$ cat config.mk
export PLATFORM = sky130hd
export DESIGN_NAME = phase_controller_flat
export DESIGN_NICKNAME = d
export VERILOG_FILES = /design/src/rtl/phase_controller_if.sv /design/src/rtl/phase_controller.sv /design/src/flat_wrapper.sv
export SDC_FILE = /design/constraint.sdc
export NUM_CORES = 1
export LEC_CHECK = 0
export CORE_MARGIN = 1
export CORE_UTILIZATION = 36
export DETAILED_ROUTE_END_ITERATION = 16
export HOLD_SLACK_MARGIN = 0.05
export PLACE_DENSITY = 0.73
export SYNTH_ARGS = -nofsm -noshare
export SYNTH_HDL_FRONTEND = slang
export SYNTH_SLANG_ARGS = --single-unit
$ cat constraint.sdc
create_clock -name clk -period 1.2 [get_ports clk]
set_input_delay 0.18 -clock clk [delete_from_list [all_inputs] [get_ports clk]]
set_output_delay 0.18 -clock clk [all_outputs]
set_load 0.005 [all_outputs]
$ cat src/rtl/phase_controller_if.sv
// phase_controller_if
// Groups the run-control, instruction and memory handshake signals of the
// phase controller into one bundle.
//   start, stop   : run request (taken in IDLE) / stop request (any cycle)
//   COMMAND       : current instruction word, valid from ID through WB
//   mem_ack       : memory completion, meaningful only while mem_req is high
//   phase         : one-hot phase enables {WB, MEM, EX, ID, IF}
//   mem_req       : memory request, high in IF and MEM
//   ir_load       : one-cycle instruction register load pulse
//   pc_inc        : one-cycle program counter increment pulse
//   running       : high in IF, ID, EX, MEM and WB
//   halted        : high in HALT
//   instr_count   : number of retired instructions
// The master modport is the side that drives requests (CPU datapath or bench);
// the slave modport is the controller itself.
interface phase_controller_if;
    logic        start;
    logic        stop;
    logic [15:0] COMMAND;
    logic        mem_ack;
    logic [4:0]  phase;
    logic        mem_req;
    logic        ir_load;
    logic        pc_inc;
    logic        running;
    logic        halted;
    logic [15:0] instr_count;

    modport master (
        output start, stop, COMMAND, mem_ack,
        input  phase, mem_req, ir_load, pc_inc, running, halted, instr_count
    );

    modport slave (
        input  start, stop, COMMAND, mem_ack,
        output phase, mem_req, ir_load, pc_inc, running, halted, instr_count
    );
endinterface

$ cat src/rtl/phase_controller.sv
// phase_controller
// Sequences a simple CPU through IF, ID, EX, MEM and WB phases, waits on the
// memory handshake in IF and MEM, counts retired instructions and stops in
// HALT on an HLT instruction.
// Ports:
//   clk   : rising-edge clock for all state
//   rst_n : asynchronous active-low reset
//   bus   : phase_controller_if.slave, see the interface file for signals
// Every output is decoded from the state register or comes straight from a
// register, so there is no combinational path from inputs to outputs.
module phase_controller (
    input  logic               clk,
    input  logic               rst_n,
    phase_controller_if.slave  bus
);

    typedef enum logic [2:0] {
        ST_IDLE = 3'd0,
        ST_IF   = 3'd1,
        ST_ID   = 3'd2,
        ST_EX   = 3'd3,
        ST_MEM  = 3'd4,
        ST_WB   = 3'd5,
        ST_HALT = 3'd6
    } state_t;

    state_t      state_q;
    state_t      state_d;
    logic [1:0]  rst_sync;
    logic        run_en;
    logic        stop_pending;
    logic [15:0] count_q;
    logic        in_run;
    logic        is_hlt;
    logic        unused_cmd;

    // Only the opcode field and the HLT sub-field are decoded here.
    assign unused_cmd = ^{bus.COMMAND[13:8], bus.COMMAND[3:0]};

    // Reset release is pushed through two flops; IDLE refuses to leave until
    // the second flop is set, so a start can act on the third edge at the
    // earliest and reset removal never races the state register.
    always_ff @(posedge clk or negedge rst_n) begin
        if (!rst_n) begin
            rst_sync <= 2'b00;
        end else begin
            rst_sync <= {rst_sync[0], 1'b1};
        end
    end

    assign run_en = rst_sync[1];

    assign is_hlt = (bus.COMMAND[15:14] == 2'b11) && (bus.COMMAND[7:4] == 4'hF);

    always_ff @(posedge clk or negedge rst_n) begin
        if (!rst_n) begin
            state_q <= ST_IDLE;
        end else begin
            state_q <= state_d;
        end
    end

    // Next-state and decoded outputs. ir_load/pc_inc are decoded from ID,
    // which always lasts exactly one cycle, giving the single-cycle pulse.
    // A stop arriving in the WB cycle itself is honoured immediately.
    always_comb begin
        state_d     = state_q;
        bus.phase   = 5'b00000;
        bus.mem_req = 1'b0;
        bus.ir_load = 1'b0;
        bus.pc_inc  = 1'b0;
        bus.running = 1'b0;
        bus.halted  = 1'b0;
        in_run      = 1'b0;
        case (state_q)
            ST_IDLE: begin
                if (run_en && bus.start) begin
                    state_d = ST_IF;
                end
            end
            ST_IF: begin
                bus.phase   = 5'b00001;
                bus.mem_req = 1'b1;
                in_run      = 1'b1;
                if (bus.mem_ack) begin
                    state_d = ST_ID;
                end
            end
            ST_ID: begin
                bus.phase   = 5'b00010;
                bus.ir_load = 1'b1;
                bus.pc_inc  = 1'b1;
                in_run      = 1'b1;
                state_d     = is_hlt ? ST_HALT : ST_EX;
            end
            ST_EX: begin
                bus.phase = 5'b00100;
                in_run    = 1'b1;
                state_d   = (bus.COMMAND[15] == 1'b0) ? ST_MEM : ST_WB;
            end
            ST_MEM: begin
                bus.phase   = 5'b01000;
                bus.mem_req = 1'b1;
                in_run      = 1'b1;
                if (bus.mem_ack) begin
                    state_d = ST_WB;
                end
            end
            ST_WB: begin
                bus.phase = 5'b10000;
                in_run    = 1'b1;
                state_d   = (stop_pending || bus.stop) ? ST_IDLE : ST_IF;
            end
            ST_HALT: begin
                bus.halted = 1'b1;
            end
            default: begin
                state_d = ST_IDLE;
            end
        endcase
        bus.running = in_run;
    end

    // The stop flag remembers a stop seen in any running phase until the
    // instruction boundary; entering (or sitting in) IDLE clears it, so stops
    // in IDLE are dropped. HALT leaves it untouched since only reset exits.
    always_ff @(posedge clk or negedge rst_n) begin
        if (!rst_n) begin
            stop_pending <= 1'b0;
        end else if (state_d == ST_IDLE) begin
            stop_pending <= 1'b0;
        end else if (in_run && bus.stop) begin
            stop_pending <= 1'b1;
        end
    end

    // Retire count advances once per WB and wraps naturally at 16 bits.
    always_ff @(posedge clk or negedge rst_n) begin
        if (!rst_n) begin
            count_q <= 16'h0000;
        end else if (state_q == ST_WB) begin
            count_q <= count_q + 16'h0001;
        end
    end

    assign bus.instr_count = count_q;

endmodule

$ cat src/flat_wrapper.sv
// flat-port wrapper written by rule: the top's interface ports become plain ports
module phase_controller_flat 
  (clk, rst_n, bus_start, bus_stop, bus_COMMAND, bus_mem_ack, bus_phase, bus_mem_req, bus_ir_load, bus_pc_inc, bus_running, bus_halted, bus_instr_count);
  phase_controller_if bus_i ();
  input  logic clk;
  input  logic rst_n;
  input wire logic [$bits(bus_i.start)-1:0] bus_start;
  input wire logic [$bits(bus_i.stop)-1:0] bus_stop;
  input wire logic [$bits(bus_i.COMMAND)-1:0] bus_COMMAND;
  input wire logic [$bits(bus_i.mem_ack)-1:0] bus_mem_ack;
  output wire logic [$bits(bus_i.phase)-1:0] bus_phase;
  output wire logic [$bits(bus_i.mem_req)-1:0] bus_mem_req;
  output wire logic [$bits(bus_i.ir_load)-1:0] bus_ir_load;
  output wire logic [$bits(bus_i.pc_inc)-1:0] bus_pc_inc;
  output wire logic [$bits(bus_i.running)-1:0] bus_running;
  output wire logic [$bits(bus_i.halted)-1:0] bus_halted;
  output wire logic [$bits(bus_i.instr_count)-1:0] bus_instr_count;
  assign bus_i.start = bus_start;
  assign bus_i.stop = bus_stop;
  assign bus_i.COMMAND = bus_COMMAND;
  assign bus_i.mem_ack = bus_mem_ack;
  assign bus_phase = bus_i.phase;
  assign bus_mem_req = bus_i.mem_req;
  assign bus_ir_load = bus_i.ir_load;
  assign bus_pc_inc = bus_i.pc_inc;
  assign bus_running = bus_i.running;
  assign bus_halted = bus_i.halted;
  assign bus_instr_count = bus_i.instr_count;
  phase_controller u_core (.clk(clk), .rst_n(rst_n), .bus(bus_i));
endmodule
==> metrics.cfg, run 1 <==
[finish]
layout.nets = 232
syn2layout_area_growth_pct = 100.3
nFillCells = 181
drive_gt1_frac = 0.5962
multi_input_area_sq_um = 660.6
final_cell_area_sq_mm = 0.002176
seqCellArea_sq_um = 554.3
antenna_cells = 0

[timing]
min_period_ps = 1651
finalSetupTns_ps = -7949
finalMaxSlewViolations = 0
setup_viol = 29
max_freq_ghz = 0.6057
rsz0062_at_grt = true
finClkSkew_ps = 14.71
final-hold-violation-count = 0
holdWs_ps = 198.1
fin_ws_ps = -450.9
fin_crit_sh = 1.376

[yosys]
ys_top_cells_by_area = dfrtp_1 51%, xor2_1 6.5%, xnor2_1 5.6%, nand3_1 3.7%, nand2_1 2.8%
synth_fp_nets = 126
synth.avg_cell_area_sq_um = 10.44
syn_inst = 104
postSynth.asyncResetShare = 1.000
netlist.area_leader.share = 0.5069
syn_area_sq_mm = 0.001086
synth_flop_cell = dfrtp_1
synth_cell_types = 32
post-synth-top-area-cell = dfrtp_1
yosysSeqAreaShare = 0.5069
ys_ff_latch = 22
synth_common_cells = 22 x dfrtp_1, 8 x nand2_1, 8 x nand3_1, 8 x nor2_1, 8 x xor2_1
synth_enable_flop_cells = 0
yosys_warnings = 0
synth.most_common_cell = dfrtp_1

[placed_design]
portBuffers = 36
placed_area_sq_mm = 0.001660
routabilityCongestion = 0.8061
dpl.hpwl_um = 1892

[floorplanning]
dieArea_sq_mm = 0.003240
num_rows = 19
die_height_um = 56.93
core_area_sq_mm = 0.002805
chipWidth_um = 56.93
start_util = 0.3872
ioPinCount = 47

[clocking]
cts-hold-fix-buffers = 0
clkTransAtPathRegs_ps = 130
clockBufferDepth = 2
worstSkewPairLatency_ps = 300
clock_sink_count = 22
cts_root_buf = clkbuf_4
numCtsBuffers = 3
cts_max_level = 1
cts_tree = yes

[critical_path]
worstReg2RegStart = u_core.state_q[1]
critPathRequiredTime_ps = 1410
cp_max_fo = 8
cp-startpoint = u_core.state_q[1]
r2r_slack_ps = -450
r2r_end = u_core.bus.instr_count[15]
end_kind = register
path_class = register to register
startpoint_type = register
r2r_cells = 5
arrival_ps = 1860

[grt]
grt_pass1_vias = 1241
antenna_found_initial = 0
grt_use_total = 0.2245
overflow = 0
grt_pass1_wl_um = 5554
grt_max_degree = 23

[routing]
drtIter0Drc = 31
wl_um = 3673
num_vias = 1218
routed_via_density = 5.096
firstDrtPassIters = 10
drc = 4
ant_nets = 0
wire_per_inst_um = 15.37

[power_and_ir_drop]
p_sw_frac = 0.2118
pwr-share-clk = 0.292
p_leak_nw = 1.162
comb_power_share = 0.050
seqPwrFrac = 0.658
p_int_mw = 0.8935
switching_power_mw = 0.2400
power_density_mw_per_mm2 = 520.9
max-vdd-ir-drop_uv = 580.8
fin_total_pwr_mw = 1.133

[min_path]
hold_class = input port to async pin

[run]
maxCapViolCount = 0

[outcome]
status = finished with violations
violations = design-rule violations, negative setup slack

-- critical path, cell delays in order (launching register included) --
cell and delay (ps):
dfrtp_2 450, buf_6 150, nand4b_4 210, nor4_4 360, nand3_1 160, xnor2_1 210
-- logic make-up after synthesis --
group,after synthesis,share of synthesized area
buffers and inverters,7,0.03110
other,1,0.003453
AO/OA/AOI/OAI,11,0.05761
flip-flops,22,0.5069
multiplexers,2,0.01958
XOR/XNOR,15,0.1210
adder cells (fa/ha/maj),1,0.01152
AND/OR/NAND/NOR,45,0.2488
-- layer usage --
layer / GRT usage / vias up / wire, um
li1: - / 578 / -
met1: 0.2415 / 578 / 1381
met2: 0.4218 / 50 / 2006
met3: 0.03687 / 12 / 162
met4: 0.1080 / 0 / 123
met5: 0 / - / 0
-- worst max-delay path by stage --
| stage | slack [ps] | to |
|---|---|---|
| after detailed placement | -340 | bus_ir_load |
| after global routing | -530 | u_core.bus.instr_count[15] |
| final | -450 | u_core.bus.instr_count[15] |
| after CTS | -360 | bus_mem_req |
| after floorplan | -90 | u_core.bus.instr_count[10] |
| after global placement | -320 | bus_mem_req |
-- repair_timing --
action                                  4_1_cts  5_1_grt
gates cloned                                  0        0
endpoints found under the setup margin       43       32
pin swaps                                     9       14
gates resized for setup                     125       25
buffers inserted                             38       12
-- sequential cells by signal, indices dropped and copies added (netlist names) --
| signal | cells |
|---|---|
| u_core.state_q | 3 |
| u_core.rst_sync | 2 |
| u_core.bus.instr_count | 16 |
| u_core.stop_pending | 1 |
-- cell type report --
cell class | instances | share of cell area
clock buffer | 3 | 0.01035
timing repair buffer | 105 | 0.4060
sequential | 22 | 0.2547
tap | 31 | 0.01783
multi-input combinational | 75 | 0.3036
inverter | 3 | 0.007476
-- per-stage QoR --
stage	util	cells	setup WS, ps
2_1_floorplan	-	104	-88.62
3_3_place_gp	0.5919	191	-325.0
5_1_grt	0.7756	239	-535.0
3_5_place_dp	0.5919	191	-343.5
4_1_cts	0.7333	232	-363.1
6_report	0.7756	239	-450.9
-- cell usage in the layout (no fill, tap or decap), drive strengths merged, types with 2 or more instances in the layout --
| cell type | netlist | final |
|---|---|---|
| o21ai | 2 | 2 |
| a21oi | 5 | 5 |
| nor2 | 8 | 8 |
| nor3 | 3 | 3 |
| xnor2 | 7 | 7 |
| inv | 3 | 3 |
| xor2 | 8 | 8 |
| and3 | 4 | 4 |
| nand3 | 8 | 8 |
| dlygate4sd2 | 0 | 5 |
| nand2 | 8 | 8 |
| nor4 | 2 | 2 |
| nor3b | 2 | 2 |
| clkdlybuf4s50 | 0 | 10 |
| dfrtp | 22 | 22 |
| nand2b | 2 | 2 |
| buf | 2 | 88 |
| nand4 | 4 | 4 |
| clkbuf | 2 | 5 |
-- power by group through the flow --
stage / clock [mW] / sequential [mW] / combinational, mW
floorplan: 0 / 0.760 / 0.00324
global placement: 0 / 0.760 / 0.0547
detailed placement: 0 / 0.760 / 0.0556
CTS: 0.334 / 0.746 / 0.0571
global route: 0.383 / 0.747 / 0.0622
finish: 0.331 / 0.746 / 0.0566
No activity file was read; power rests on OpenSTA's default activity.
==> run 2, diff against run 1 <==
--- a/config.mk
+++ b/config.mk
@@ -5,11 +5,12 @@
 export SDC_FILE = /design/constraint.sdc
 export NUM_CORES = 1
 export LEC_CHECK = 0
+export ABC_AREA = 1
 export CORE_MARGIN = 1
 export CORE_UTILIZATION = 36
 export DETAILED_ROUTE_END_ITERATION = 16
 export HOLD_SLACK_MARGIN = 0.05
-export PLACE_DENSITY = 0.73
+export PLACE_DENSITY = 0.7
 export SYNTH_ARGS = -nofsm -noshare
 export SYNTH_HDL_FRONTEND = slang
 export SYNTH_SLANG_ARGS = --single-unit
==> run 2 against run 1 <==
  * Clock skew fell by 4.9 ps
  * Critical path depth fell by 1
  * Critical path type is now register to output port
  * Register-to-register slack improved by 140 ps
  * First-iteration DRC count rose by 81%
  * Worst setup slack improved by 110 ps
  * Synthesized area rose by 12%
  * Critical endpoint is now bus_halted
  * Flip-flop and latch count did not move
  * The flow finishes with violations (negative setup slack)
  * Clock power rose by 4%
  * Global-route usage rose by 0.64 points
==> metrics.cfg, run 2 <==
[grt]
grt_use_total = 0.2309  ; was 0.2245
grt_pass1_vias = 1406  ; was 1,241
antenna_found_initial = 0  ; unchanged
overflow = 0  ; unchanged
grt_pass1_wl_um = 6099  ; was 5554 um
grt_max_degree = 23  ; unchanged

[finish]
largest_reg_flops = 16  ; unchanged
drive_gt1_frac = 0.4477  ; was 0.5962
antenna_cells = 0  ; unchanged
syn2layout_area_growth_pct = 80.94  ; was 100.3%
fin_cells = 283  ; was 239
layout.nets = 263  ; was 232
layout_commonest_cell = buf_4  ; unchanged
final_cell_mix = 42 x buf_4, 36 x nand2_1, 20 x dfrtp_1  ; was 48 x buf_4, 27 x buf_6, 19 x dfrtp_1
final_cell_area_sq_mm = 0.002210  ; was 0.002176 sq mm

[timing]
max_freq_ghz = 0.6505  ; was 0.6057 GHz
setup_viol = 30  ; was 29
finalMaxSlewViolations = 0  ; unchanged
fin_crit_sh = 1.281  ; was 1.376
rsz0062_at_grt = true  ; unchanged
final-hold-violation-count = 0  ; unchanged
fin_ws_ps = -337.2  ; was -450.9 ps
finClkSkew_ps = 9.847  ; was 14.71 ps
min_period_ps = 1537  ; was 1651 ps

[min_path]
hold_class = input port to async pin  ; unchanged

[routing]
wl_um = 3701  ; was 3673 um
firstDrtPassIters = 4  ; was 10
num_vias = 1317  ; was 1,218
drc = 0  ; was 4
routed_via_density = 4.654  ; was 5.096
ant_nets = 0  ; unchanged
wire_per_inst_um = 13.08  ; was 15.37 um
drtIter0Drc = 56  ; was 31

[critical_path]
path_common_cell = inv_1
startpoint_type = register  ; unchanged
end_kind = output port  ; was register
worstPathCellList = inv_1 -> nand3_2 -> inv_1 -> dlygate4sd2_1  ; was buf_6 -> nand4b_4 -> nor4_4 -> nand3_1 -> xnor2_1
path_delay_family = flip-flops  ; was simple AND/OR/NAND/NOR gates
path_class = register to output port  ; was register to register
crit_slowest_cell = dfrtp_2  ; unchanged
arrival_ps = 1360  ; was 1860 ps
worst-path-buf-inv = 3  ; was 1
cp_max_fo = 7  ; was 8
critical-path-max-stage-delay_ps = 490  ; was 450 ps
critPathRequiredTime_ps = 1020  ; was 1410 ps

[clocking]
cts_tree = yes  ; unchanged
cts_root_buf = clkbuf_4  ; unchanged
clock_sink_count = 22  ; unchanged
clkTransAtPathRegs_ps = 120  ; was 130 ps
numCtsBuffers = 3  ; unchanged
cts_max_level = 1  ; unchanged
clockBufferDepth = 2  ; unchanged
worstSkewPairLatency_ps = 320  ; was 300 ps

[yosys]
syn_area_sq_mm = 0.001221  ; was 0.001086 sq mm
yosys_warnings = 0  ; unchanged
syn_inst = 149  ; was 104
synth.avg_cell_area_sq_um = 8.196  ; was 10.44 sq um
ys_ff_latch = 22  ; unchanged
synth_fp_nets = 171  ; was 126
netlist.area_leader.share = 0.4508  ; was 0.5069
yosysSeqAreaShare = 0.4508  ; was 0.5069
synth_common_cells = 42 x nand2_1, 22 x dfrtp_1, 21 x inv_1, 16 x nor2_1, 8 x nand3_1  ; was 22 x dfrtp_1, 8 x nand2_1, 8 x nand3_1, 8 x nor2_1, 8 x xor2_1
synth_cell_types = 24  ; was 32
synth_enable_flop_cells = 0  ; unchanged
synth_flop_cell = dfrtp_1  ; unchanged
synth.most_common_cell = nand2_1  ; was dfrtp_1
post-synth-top-area-cell = dfrtp_1  ; unchanged
ys_top_cells_by_area = dfrtp_1 45%, nand2_1 13%, inv_1 6.5%, nor2_1 4.9%, xor2_1 4.3%  ; was dfrtp_1 51%, xor2_1 6.5%, xnor2_1 5.6%, nand3_1 3.7%, nand2_1 2.8%
postSynth.asyncResetShare = 1.000  ; unchanged

[run]
maxCapViolCount = 0  ; unchanged

[placed_design]
placed_cells = 248  ; was 191
placed_area_sq_mm = 0.001787  ; was 0.001660 sq mm
portBuffers = 36  ; unchanged
routabilityCongestion = 0.8765  ; was 0.8061
dpl.hpwl_um = 2271  ; was 1892 um

[power_and_ir_drop]
max-vdd-ir-drop_uv = 1143  ; was 580.8 uV
power_density_mw_per_mm2 = 1629  ; was 520.9 mW/mm^2
p_leak_nw = 1.212  ; was 1.162 nW
fin_total_pwr_mw = 3.599  ; was 1.133 mW

[floorplanning]
core_area_sq_mm = 0.003128  ; was 0.002805 sq mm
ioPinCount = 47  ; unchanged
chipWidth_um = 60.24  ; was 56.93 um
dieArea_sq_mm = 0.003629  ; was 0.003240 sq mm
start_util = 0.3904  ; was 0.3872
die_height_um = 60.24  ; was 56.93 um
num_rows = 20  ; was 19

[outcome]
violations = negative setup slack  ; was design-rule violations, negative setup slack
status = finished with violations  ; unchanged

run 2: power by group:
part           switching [mW]  leakage [nW]  internal [mW]
Clock                   0.225        0.0138          0.118
Combinational            1.03         0.907           1.22
Sequential              0.141         0.291          0.868
run 2: path summary, 6_finish.rpt:
path / to / depth (start not counted) / slack, ps / startpoint
setup / recovery: bus_halted / 4 / -340 / u_core.state_q[0]
hold / removal: u_core.bus.instr_count[5] / 2 / 210 / rst_n
setup reg to reg: u_core.bus.instr_count[7] / 9 / -310 / u_core.state_q[1]
hold reg to reg: u_core.rst_sync[1] / 0 / 360 / u_core.rst_sync[0]
max in group asynchronous: u_core.state_q[1] / 2 / 750 / rst_n
min in group clk: u_core.rst_sync[1] / 0 / 360 / u_core.rst_sync[0]
run 2: what timing repair did:
action,in CTS,in global routing
pin swaps,14,9
setup endpoints to repair,42,40
cloned,0,0
buffers inserted,26,7
hold buffers,0,0
resized for setup,105,20
run 2: cell type report:
cell class	count	area (sq um)
fillers	246	918.4
repair buffers	91	788.3
multi-input cells	101	703.2
flip-flops and latches	22	553.0
inverters	22	87.58
well taps	44	55.05
clock buffers	3	22.52
run 2: per-stage QoR:
step	util	TNS [ps]	setup slack, ps	hold WS (ps)
2_1_floorplan	-	-191.6	-64.40	-115.6
3_3_place_gp	0.5712	-4084	-295.3	332.7
3_5_place_dp	0.5712	-5066	-327.0	334.7
4_1_cts	0.6748	-5179	-307.8	227.5
5_1_grt	0.7064	-9159	-418.3	225.6
6_report	0.7064	-6608	-337.2	208.2
run 2: layer usage:
layer,track usage,part of all wire
met2,0.4082,0.54
met5,0,0
met4,0.1229,0.035
met1,0.2574,0.40
met3,0.04545,0.022
run 2: kinds of logic (layout without fill, tap and decap cells):
logic type,count (synthesis),after routing,synth area share
AOI/OAI and AO/OA,3,3,0.01229
adders and majority gates,1,1,0.01024
and+or+nand+nor,86,86,0.3484
buffers and inverters,26,116,0.1035
DFF,22,22,0.4508
xor gates and xnor gates,10,10,0.07172
other,1,1,0.003071
